<file path="config.mk">
export PLATFORM = sky130hd
export DESIGN_NAME = ab_all_frame_er
export DESIGN_NICKNAME = d
export VERILOG_FILES = /design/src/rtl/ab_all_frame_er.sv
export SDC_FILE = /design/constraint.sdc
export NUM_CORES = 1
export LEC_CHECK = 0
export CORE_MARGIN = 2
export CORE_UTILIZATION = 50
export DETAILED_ROUTE_END_ITERATION = 8
export PLACE_DENSITY = 0.71
export SYNTH_ARGS = -nofsm -noshare
export SYNTH_HDL_FRONTEND = slang
export SYNTH_SLANG_ARGS = --single-unit
</file>
<file path="constraint.sdc">
create_clock -name clk -period 5.8 [get_ports clk]
set_clock_uncertainty 0.15 [all_clocks]
set_input_delay 1.16 -clock clk [delete_from_list [all_inputs] [get_ports clk]]
set_output_delay 1.16 -clock clk [all_outputs]
set_load 0.01 [all_outputs]
</file>
<file path="src/rtl/ab_all_frame_er.sv">
// Purpose: Alice/Bob block-parity + bisection error reconciliation over FRAME_NUM frames, writing both keys to BRAM.
// Latency: per word LOAD+PARITY+WRITE plus 3 cycles per mismatching parity block; VERIFY+REPORT per frame, DONE per run.
// Backpressure: none; the BRAM ports always accept writes, runs are triggered by a start_switch rising edge only.
module ab_all_frame_er #(
   parameter int FRAME_NUM        = 4,
   parameter int FRAME_WORDS      = 64,
   parameter int ERR_EVERY        = 4,
   parameter int DOUBLE_ERR_FRAME = 2,
   parameter int LEAK_W           = 16,
   parameter int ERR_W            = 12
) (
   input  logic              clk,
   input  logic              rst_n,
   input  logic              start_switch,
   input  logic              sifted_key_addr_index,
   output logic              finish_A_all_frame_ER,
   output logic              finish_B_all_frame_ER,
   output logic              Areconciledkey_clka,
   output logic              Areconciledkey_ena,
   output logic              Areconciledkey_wea,
   output logic [14:0]       Areconciledkey_addra,
   output logic [63:0]       Areconciledkey_dina,
   output logic              Breconciledkey_clka,
   output logic              Breconciledkey_ena,
   output logic              Breconciledkey_wea,
   output logic [14:0]       Breconciledkey_addra,
   output logic [63:0]       Breconciledkey_dina,
   output logic [LEAK_W-1:0] single_frame_leaked_info,
   output logic [ERR_W-1:0]  single_frame_error_count,
   output logic              single_frame_parameter_valid,
   output logic              A_single_frame_error_verification_fail,
   output logic              B_single_frame_error_verification_fail
);

   localparam logic [13:0] LAST_WORD  = 14'(FRAME_WORDS - 1);
   localparam logic [13:0] LAST_FRAME = 14'(FRAME_NUM - 1);

   typedef enum logic [2:0] {
      S_IDLE, S_LOAD, S_PARITY, S_BISECT, S_WRITE, S_VERIFY, S_REPORT, S_DONE
   } state_t;

   state_t            state_q, state_d;
   logic              start_sync_q, start_prev_q;
   logic [13:0]       frame_q, frame_d;
   logic [13:0]       word_q, word_d;
   logic [13:0]       lin_q, lin_d;
   logic [63:0]       a_q, a_d;
   logic [63:0]       b_q, b_d;
   logic [7:0]        mask_q, mask_d;
   logic [1:0]        step_q, step_d;
   logic [5:0]        base_q, base_d;
   logic [LEAK_W-1:0] leak_q, leak_d;
   logic [ERR_W-1:0]  err_q, err_d;
   logic [31:0]       cs_a_q, cs_a_d;
   logic [31:0]       cs_b_q, cs_b_d;
   logic              fail_q, fail_d;

   // Saturating add for the leak counter.
   function automatic logic [LEAK_W-1:0] leak_add(input logic [LEAK_W-1:0] v,
                                                  input logic [LEAK_W-1:0] inc);
      logic [LEAK_W:0] s;
      s = {1'b0, v} + {1'b0, inc};
      return s[LEAK_W] ? '1 : s[LEAK_W-1:0];
   endfunction

   // Index of the lowest set bit; bisection serves blocks lowest first.
   function automatic logic [2:0] low_idx(input logic [7:0] m);
      logic [2:0] r;
      r = 3'd0;
      for (int i = 7; i >= 0; i--) begin
         if (m[i]) r = 3'(i);
      end
      return r;
   endfunction

   logic        start_edge;
   logic [31:0] hi_w;
   logic [63:0] a_gen, b_gen, err_mask;
   logic [5:0]  ebit;
   logic [7:0]  pmask;
   logic [2:0]  blk;
   logic [5:0]  cur_base, nxt_base;
   logic [3:0]  half;
   logic [63:0] diff;
   logic        lower_odd;

   assign start_edge = start_sync_q & ~start_prev_q;

   // Key sources, block parity compare and one bisection step, all from registered state.
   always_comb begin
      hi_w     = {16'hA5C3, frame_q[7:0], word_q[7:0]};
      a_gen    = {hi_w, ~hi_w};
      ebit     = word_q[5:0] * 6'd7;
      err_mask = '0;
      if ((32'(word_q) % ERR_EVERY) == 0) err_mask[ebit] = 1'b1;
      if ((DOUBLE_ERR_FRAME < FRAME_NUM) && (32'(frame_q) == DOUBLE_ERR_FRAME) && (word_q == '0))
         err_mask[1] = ~err_mask[1];
      b_gen = a_gen ^ err_mask;

      for (int b = 0; b < 8; b++) pmask[b] = (^a_q[8*b +: 8]) ^ (^b_q[8*b +: 8]);

      blk       = low_idx(mask_q);
      cur_base  = (step_q == 2'd0) ? {blk, 3'b000} : base_q;
      half      = 4'd4 >> step_q;
      diff      = a_q ^ b_q;
      lower_odd = ^((diff >> cur_base) & ((64'd1 << half) - 64'd1));
      nxt_base  = lower_odd ? cur_base : cur_base + 6'(half);
   end

   // Reconciliation FSM: next state and all datapath updates.
   always_comb begin
      state_d = state_q;
      frame_d = frame_q;
      word_d  = word_q;
      lin_d   = lin_q;
      a_d     = a_q;
      b_d     = b_q;
      mask_d  = mask_q;
      step_d  = step_q;
      base_d  = base_q;
      leak_d  = leak_q;
      err_d   = err_q;
      cs_a_d  = cs_a_q;
      cs_b_d  = cs_b_q;
      fail_d  = fail_q;
      case (state_q)
         S_IDLE: begin
            if (start_edge) begin
               frame_d = '0;
               word_d  = '0;
               lin_d   = '0;
               leak_d  = '0;
               err_d   = '0;
               cs_a_d  = '0;
               cs_b_d  = '0;
               fail_d  = 1'b0;
               state_d = S_LOAD;
            end
         end
         S_LOAD: begin
            a_d     = a_gen;
            b_d     = b_gen;
            state_d = S_PARITY;
         end
         S_PARITY: begin
            mask_d  = pmask;
            step_d  = 2'd0;
            leak_d  = leak_add(leak_q, LEAK_W'(8));
            state_d = (pmask != 8'd0) ? S_BISECT : S_WRITE;
         end
         S_BISECT: begin
            leak_d = leak_add(leak_q, LEAK_W'(1));
            if (step_q == 2'd2) begin
               b_d         = b_q ^ (64'd1 << nxt_base);
               mask_d[blk] = 1'b0;
               if (err_q != '1) err_d = err_q + 1'b1;
               step_d  = 2'd0;
               state_d = ((mask_q & ~(8'd1 << blk)) != 8'd0) ? S_BISECT : S_WRITE;
            end else begin
               step_d = step_q + 2'd1;
               base_d = nxt_base;
            end
         end
         S_WRITE: begin
            cs_a_d = cs_a_q ^ a_q[63:32] ^ a_q[31:0];
            cs_b_d = cs_b_q ^ b_q[63:32] ^ b_q[31:0];
            lin_d  = lin_q + 14'd1;
            if (word_q == LAST_WORD) begin
               state_d = S_VERIFY;
            end else begin
               word_d  = word_q + 14'd1;
               state_d = S_LOAD;
            end
         end
         S_VERIFY: begin
            leak_d  = leak_add(leak_q, LEAK_W'(32));
            fail_d  = (cs_a_q != cs_b_q);
            state_d = S_REPORT;
         end
         S_REPORT: begin
            leak_d = '0;
            err_d  = '0;
            cs_a_d = '0;
            cs_b_d = '0;
            fail_d = 1'b0;
            word_d = '0;
            if (frame_q == LAST_FRAME) begin
               state_d = S_DONE;
            end else begin
               frame_d = frame_q + 14'd1;
               state_d = S_LOAD;
            end
         end
         S_DONE:  state_d = S_IDLE;
         default: state_d = S_IDLE;
      endcase
   end

   // State and datapath registers; reset aborts any run in progress.
   always_ff @(posedge clk or negedge rst_n) begin
      if (!rst_n) begin
         state_q      <= S_IDLE;
         start_sync_q <= 1'b0;
         start_prev_q <= 1'b0;
         frame_q      <= '0;
         word_q       <= '0;
         lin_q        <= '0;
         a_q          <= '0;
         b_q          <= '0;
         mask_q       <= '0;
         step_q       <= '0;
         base_q       <= '0;
         leak_q       <= '0;
         err_q        <= '0;
         cs_a_q       <= '0;
         cs_b_q       <= '0;
         fail_q       <= 1'b0;
      end else begin
         state_q      <= state_d;
         start_sync_q <= start_switch;
         start_prev_q <= start_sync_q;
         frame_q      <= frame_d;
         word_q       <= word_d;
         lin_q        <= lin_d;
         a_q          <= a_d;
         b_q          <= b_d;
         mask_q       <= mask_d;
         step_q       <= step_d;
         base_q       <= base_d;
         leak_q       <= leak_d;
         err_q        <= err_d;
         cs_a_q       <= cs_a_d;
         cs_b_q       <= cs_b_d;
         fail_q       <= fail_d;
      end
   end

   logic wr, rep;
   assign wr  = (state_q == S_WRITE);
   assign rep = (state_q == S_REPORT);

   assign Areconciledkey_clka  = clk;
   assign Breconciledkey_clka  = clk;
   assign Areconciledkey_ena   = wr;
   assign Areconciledkey_wea   = wr;
   assign Breconciledkey_ena   = wr;
   assign Breconciledkey_wea   = wr;
   assign Areconciledkey_addra = wr ? {sifted_key_addr_index, lin_q} : 15'd0;
   assign Breconciledkey_addra = wr ? {sifted_key_addr_index, lin_q} : 15'd0;
   assign Areconciledkey_dina  = wr ? a_q : 64'd0;
   assign Breconciledkey_dina  = wr ? b_q : 64'd0;

   assign single_frame_parameter_valid           = rep;
   assign single_frame_leaked_info               = rep ? leak_q : '0;
   assign single_frame_error_count               = rep ? err_q : '0;
   assign A_single_frame_error_verification_fail = rep & fail_q;
   assign B_single_frame_error_verification_fail = rep & fail_q;

   assign finish_A_all_frame_ER = (state_q == S_DONE);
   assign finish_B_all_frame_ER = (state_q == S_DONE);

endmodule

</file>
==> reports/qor.yml, run 1 <==
status: "finished, final reports clean"
crit_path_start: "step_q[1]"
clk_latency_ns: 0.67
synthCells: 2657
maxCapViolCount: 0
grt_usage_pct: 38.08
finalSetupViolations: 0
criticalPathCategory: "reg2reg"
endpoint_kind: "register"
first_global_vias: 20340
netlist-cell-type-count: 91
worstHoldPathType: "reg2reg"
synth.most_common_cell: "nand2_1"
drcViolationCount: 0
required_ns: 6.15
yosys_most_used_dff: "dfrtp_1"
cpMaxStageDelayCell: "a31oi_2"
die_height_um: 209.3
antenna-diode-count: 0
drtAntennaViolNets: 0
synth-async-reset-ratio_pct: 100.0
vias: 21490
fin_nets: 2771
wl_per_cell_um: 25.93
synth_area_um2: 21080
synthTopCellsByArea: "dfrtp_1, xor2_1, o21ai_0"
crit_fanout: 21
relSlewSlack_pct: 13.00
crit_chain: "buf_4 > nor2_1 > buf_4 > a31oi_2 > nor2_1 > a311o_1 > a211o_1 > nand3_1 > xnor2_1 > xnor3_1 > xnor2_1 > xnor3_1 > buf_12 > nor2_2 > mux2i_1 > buf_4 > nand3_1 > o311ai_1"
hold_viol: 0
rows: 75
dp_hpwl_um: 63910
initialDrtViolationCount: 2686
drt-vias-per-instance: 6.525
whs_ns: 0.2162
syn_avg_cell_area_um2: 7.932
final_cells: 3294
fin_crit_ns: 5.569
grt_pass1_wl_um: 127400
crit_family: "compound AO/OA/AOI/OAI gates"
io_buffers: 184
cts.clk_slew.worst_paths_ns: 0.07
antenna_found_initial: 3
core-area_um2: 41760
fin_setup_tns_ns: 0
grt_max_degree: 109
synth_warnings: 0
slew_viol_final: 0
synth.top_cell.area_share_pct: 30.04
start_kind: "register"
cts_tree: "built"
yosys.area.top_type: "dfrtp_1"
max_stage_delay_ns: 0.61
netlist_top_cells_count: "nand2_1, o21ai_0, nor2_1"
critPathArrivalTime_ns: 5.92
fmax_mhz: 179.6
drt_wl_total_um: 85410
rsz0062_at_grt: "false"
drt-pass1-iter-count: 8
gr-total-overflow: 0
r2r-start: "step_q[1]"
period_share_pct: 96.02
place_congestion: 1.008
die_area_um2: 43810
synth-seq-cells: 253
tightest_slew_ns: 1.295
die-width_um: 209.3
synth_edf_count: 0
area_growth_pct: 16.08
yosysSeqAreaShare_pct: 30.04
drive_above_1_share_pct: 9.728
io_pins: 201
cp_common_cell: "buf_4"
place_inst: 3248
worstHoldStart: "start_sync_q"
critPathBufInv: 4
start_util_pct: 50.47
==> cells by family after synthesis <==
logic type | after synthesis | synth area share, %
XOR/XNOR | 305 | 12.87
other | 2 | 0.03563
flip-flops | 253 | 30.04
AND/OR/NAND/NOR | 942 | 20.90
buffers and inverters | 323 | 7.260
multiplexers | 107 | 5.919
adder cells (fa/ha/maj) | 26 | 1.710
AO/OA/AOI/OAI | 699 | 21.26
==> worst paths after layout <==
check / to / slack (ns) / depth (start not counted)
worst max-delay path: b_q[48] / 0.23 / 18
worst min-delay path: start_prev_q / 0.22 / 0
worst max register to register: b_q[48] / 0.23 / 18
worst min register to register: start_prev_q / 0.22 / 0
max in group asynchronous: state_q[2] / 3.85 / 2
min in group asynchronous: lin_q[9] / 0.34 / 1
==> timing repair <==
action                                  in CTS  in global routing
hold endpoints to repair                     0                  0
hold buffers                                 0                  0
endpoints found under the setup margin       0                 28
buffers inserted                             0                  0
gates resized for setup                      0                  7
==> per-stage QoR <==
step	area, um^2	util, %	setup slack [ns]
2_1_floorplan	21140	-	0.8778
3_3_place_gp	23530	56.35	0.2114
3_5_place_dp	23530	56.35	0.2041
5_1_grt	24460	58.59	0.06304
4_1_cts	24440	58.53	0.1982
6_report	24460	58.59	0.2308
==> cell usage in the layout (no fill, tap or decap), types with 24 or more instances in the layout <==
master	instances
nor2_1	249
clkdlybuf4s50_1	183
o22ai_1	25
inv_1	32
nor3_1	62
nor4_1	24
mux2i_1	78
buf_4	127
a31oi_1	43
and3_1	131
nand3_1	71
nand4_1	27
a21oi_1	109
a211oi_1	27
xnor2_1	132
clkbuf_16	31
nand2_1	282
xor2_1	170
and2_1	36
o21ai_0	263
dfrtp_1	252
==> flip-flops by register name (all words and copies together) (netlist names) <==
| signal | cells |
|---|---|
| b_q | 64 |
| leak_q | 16 |
| word_q | 14 |
| fail_q | 1 |
| base_q | 6 |
| lin_q | 14 |
| a_q | 33 |
| frame_q | 14 |
| cs_b_q | 32 |
| cs_a_q | 32 |
| step_q | 2 |
| state_q | 3 |
| err_q | 12 |
| start_prev_q | 1 |
| mask_q | 8 |
| start_sync_q | 1 |
==> layout make-up <==
class | count | area (um^2)
Clock buffer | 43 | 893.4
Clock inverter | 5 | 35.03
Fill cell | 3750 | 17290
Inverter | 35 | 133.9
Multi-Input combinational cell | 2097 | 13360
Sequential cell | 253 | 6332
Tap cell | 539 | 674.4
Timing Repair Buffer | 322 | 3040
==> per-layer routing <==
layer  GRT usage [%]  share of wire (%)  wire (um)
met1           49.76                 39      33500
met2           59.78                 45      38580
met3           6.030                8.9       7602
met4           22.98                6.7       5728
met5               0                  0          0
==> worst register-to-register path: stages (launching register included) <==
cell and delay (ns):
dfrtp_1 0.52, buf_4 0.27, nor2_1 0.10, buf_4 0.22, a31oi_2 0.62, nor2_1 0.13, a311o_1 0.44, a211o_1 0.28
nand3_1 0.09, xnor2_1 0.12, xnor3_1 0.42, xnor2_1 0.19, xnor3_1 0.35, buf_12 0.21, nor2_2 0.14, mux2i_1 0.36
buf_4 0.26, nand3_1 0.11, o311ai_1 0.44
Power of run 1 is left out: the tool's default activity adds up to more than one toggle a clock period on the data nets, which glitch-free logic cannot reach.
==> run 2: changes to the inputs <==
--- a/config.mk
+++ b/config.mk
@@ -7,6 +7,7 @@
 export LEC_CHECK = 0
 export CORE_MARGIN = 2
 export CORE_UTILIZATION = 50
+export CTS_CLUSTER_DIAMETER = 30
 export DETAILED_ROUTE_END_ITERATION = 8
 export PLACE_DENSITY = 0.71
 export SYNTH_ARGS = -nofsm -noshare
==> reports/qor.yml, run 2 (synthesis gave the netlist of run 1 again) <==
status: "finished, final reports clean"
fin_nets: 2798  # +0.97%
endpoint_kind: "register"
drive_above_1_share_pct: 11.58  # +1.9 points
r2r_slack_ns: 0.24  # about the same
fin_crit_ns: 5.556  # -0.01331 ns
hold_viol: 0  # unchanged
period_share_pct: 95.79  # -0.23 points
holdPathStages: 0  # unchanged
grt_max_degree: 109  # unchanged
min_to: "start_prev_q"
cts_setup_buffers: 0  # unchanged
clk_latency_ns: 0.70  # +0.03 ns
drt_wl_total_um: 86800  # +1.6%
r2r-start: "step_q[1]"
rows: 75  # unchanged
slew_viol_final: 0  # unchanged
final_common_cell: "nand2_1"
tightest_slew_ns: 1.275  # -0.02007 ns
grt_pass1_wl_um: 129900  # +1.9%
io_pins: 201  # unchanged
fin_setup_tns_ns: 0  # unchanged
final_cell_mix: "nand2_1, o21ai_0, dfrtp_1"
die-width_um: 209.3  # unchanged
core-area_um2: 41760  # unchanged
gr-total-overflow: 0  # unchanged
maxCapViolCount: 0  # unchanged
dp_hpwl_um: 63910  # unchanged
crit_fanout: 21  # unchanged
cts.clk_slew.worst_paths_ns: 0.05  # -0.02 ns
dp_slack_ns: 0.2041  # unchanged
die_height_um: 209.3  # unchanged
first_global_vias: 20850  # +2.5%
largest_register_ffs: 64  # unchanged
drtAntennaViolNets: 0  # unchanged
top_regs: "b_q x64, a_q x33"
final_area_um2: 25600  # +4.6%
fmax_mhz: 180.0  # +0.24%
critPathArrivalTime_ns: 5.98  # +0.06 ns
required_ns: 6.22  # +0.07 ns
area_growth_pct: 21.47
drt-vias-per-instance: 6.501  # -0.36%
die_area_um2: 43810  # unchanged
finalSetupViolations: 0  # unchanged
relSlewSlack_pct: 14.35  # +1.3 points
drcViolationCount: 0  # unchanged
postCtsHoldBufs: 0  # unchanged
vias: 21810  # +1.5%
io_buffers: 184  # unchanged
place_congestion: 1.008  # unchanged
largest_register: "b_q"
cts_tree: "built"
r2r-end: "b_q[37]"
start_kind: "register"
wl_per_cell_um: 25.87  # -0.22%
fillCellCount: 3613  # -3.7%
antenna_found_initial: 4  # +1
worstHoldPathType: "reg2reg"
cts_resized: 0  # unchanged
grt_usage_pct: 38.87  # +0.79 points
criticalPathCategory: "reg2reg"
setup_slack_ns: 0.2441  # +0.01331 ns
start_util_pct: 50.47  # unchanged
rsz0062_at_grt: "false"
initialDrtViolationCount: 2859  # +6.4%
reg2regPathDepth: 18  # unchanged
dpl_cell_area_um2: 23530  # unchanged
drt-pass1-iter-count: 6  # -2
worstHoldStart: "start_sync_q"
run 2: cell types whose count changed in the layout (fill, tap and decap cells not counted), sizes merged:
cell | previous run | this run
inv | 36 | 39
clkbuf | 41 | 72
clkinv | 3 | 17
bufinv | 0 | 7
clkinvlp | 1 | 6
diode | 0 | 1
run 2: critical path, stage by stage (launching register included):
cell	delay [ns]
dfrtp_1	0.52
buf_4	0.27
nor2_1	0.09
buf_4	0.22
a31oi_2	0.60
nor2_1	0.13
a311o_1	0.43
a211o_1	0.27
nand3_1	0.09
xnor2_1	0.13
xnor3_1	0.43
xnor2_1	0.19
xnor3_1	0.35
buf_12	0.21
nor3b_2	0.28
a22o_1	0.49
a31o_2	0.23
a21oi_1	0.06
a311oi_1	0.29
run 2: per-stage QoR:
stage / instances / util, % / hold WS, ns
floorplan: 2673 / - / 0.1965
global placement: 3248 / 56.35 / 0.2073
detailed placement: 3248 / 56.35 / 0.2076
CTS: 3354 / 61.23 / 0.2136
global route: 3354 / 61.30 / 0.2262
finish: 3355 / 61.31 / 0.2127
run 2: worst max path at each step:
stage / depth (start not counted) / slack, ns / endpoint / start
final: 18 / 0.24 / b_q[37] / step_q[1]
after global routing: 18 / 0.06 / b_q[14] / a_q[30]
after CTS: 18 / 0.19 / b_q[48] / step_q[1]
after detailed placement: 18 / 0.20 / b_q[48] / step_q[1]
after global placement: 18 / 0.21 / b_q[48] / step_q[1]
after floorplan: 20 / 0.88 / b_q[22] / step_q[1]
run 2: layer usage:
| metal | vias to the layer above | routed length [um] | track usage [%] | part of all wire [%] |
|---|---|---|---|---|
| met5 | - | 0 | 0 | 0 |
| met4 | 0 | 5810 | 23.79 | 6.7 |
| met3 | 294 | 8122 | 7.377 | 9.4 |
| met2 | 1319 | 38990 | 60.67 | 45 |
| met1 | 10590 | 33870 | 50.17 | 39 |
| li1 | 9610 | - | - | - |
run 2: final cells by class:
type,instances,area [um^2],area share [%]
timing repair buffer,322,3040,11.88
clock buffer,74,1625,6.349
tap,539,674.4,2.634
inverter,35,133.9,0.5229
antenna,1,2.502,0.009775
sequential,253,6332,24.73
clock inverter,34,431.7,1.686
multi-input combinational,2097,13360,52.19
Power of run 2 is left out for the same reason.
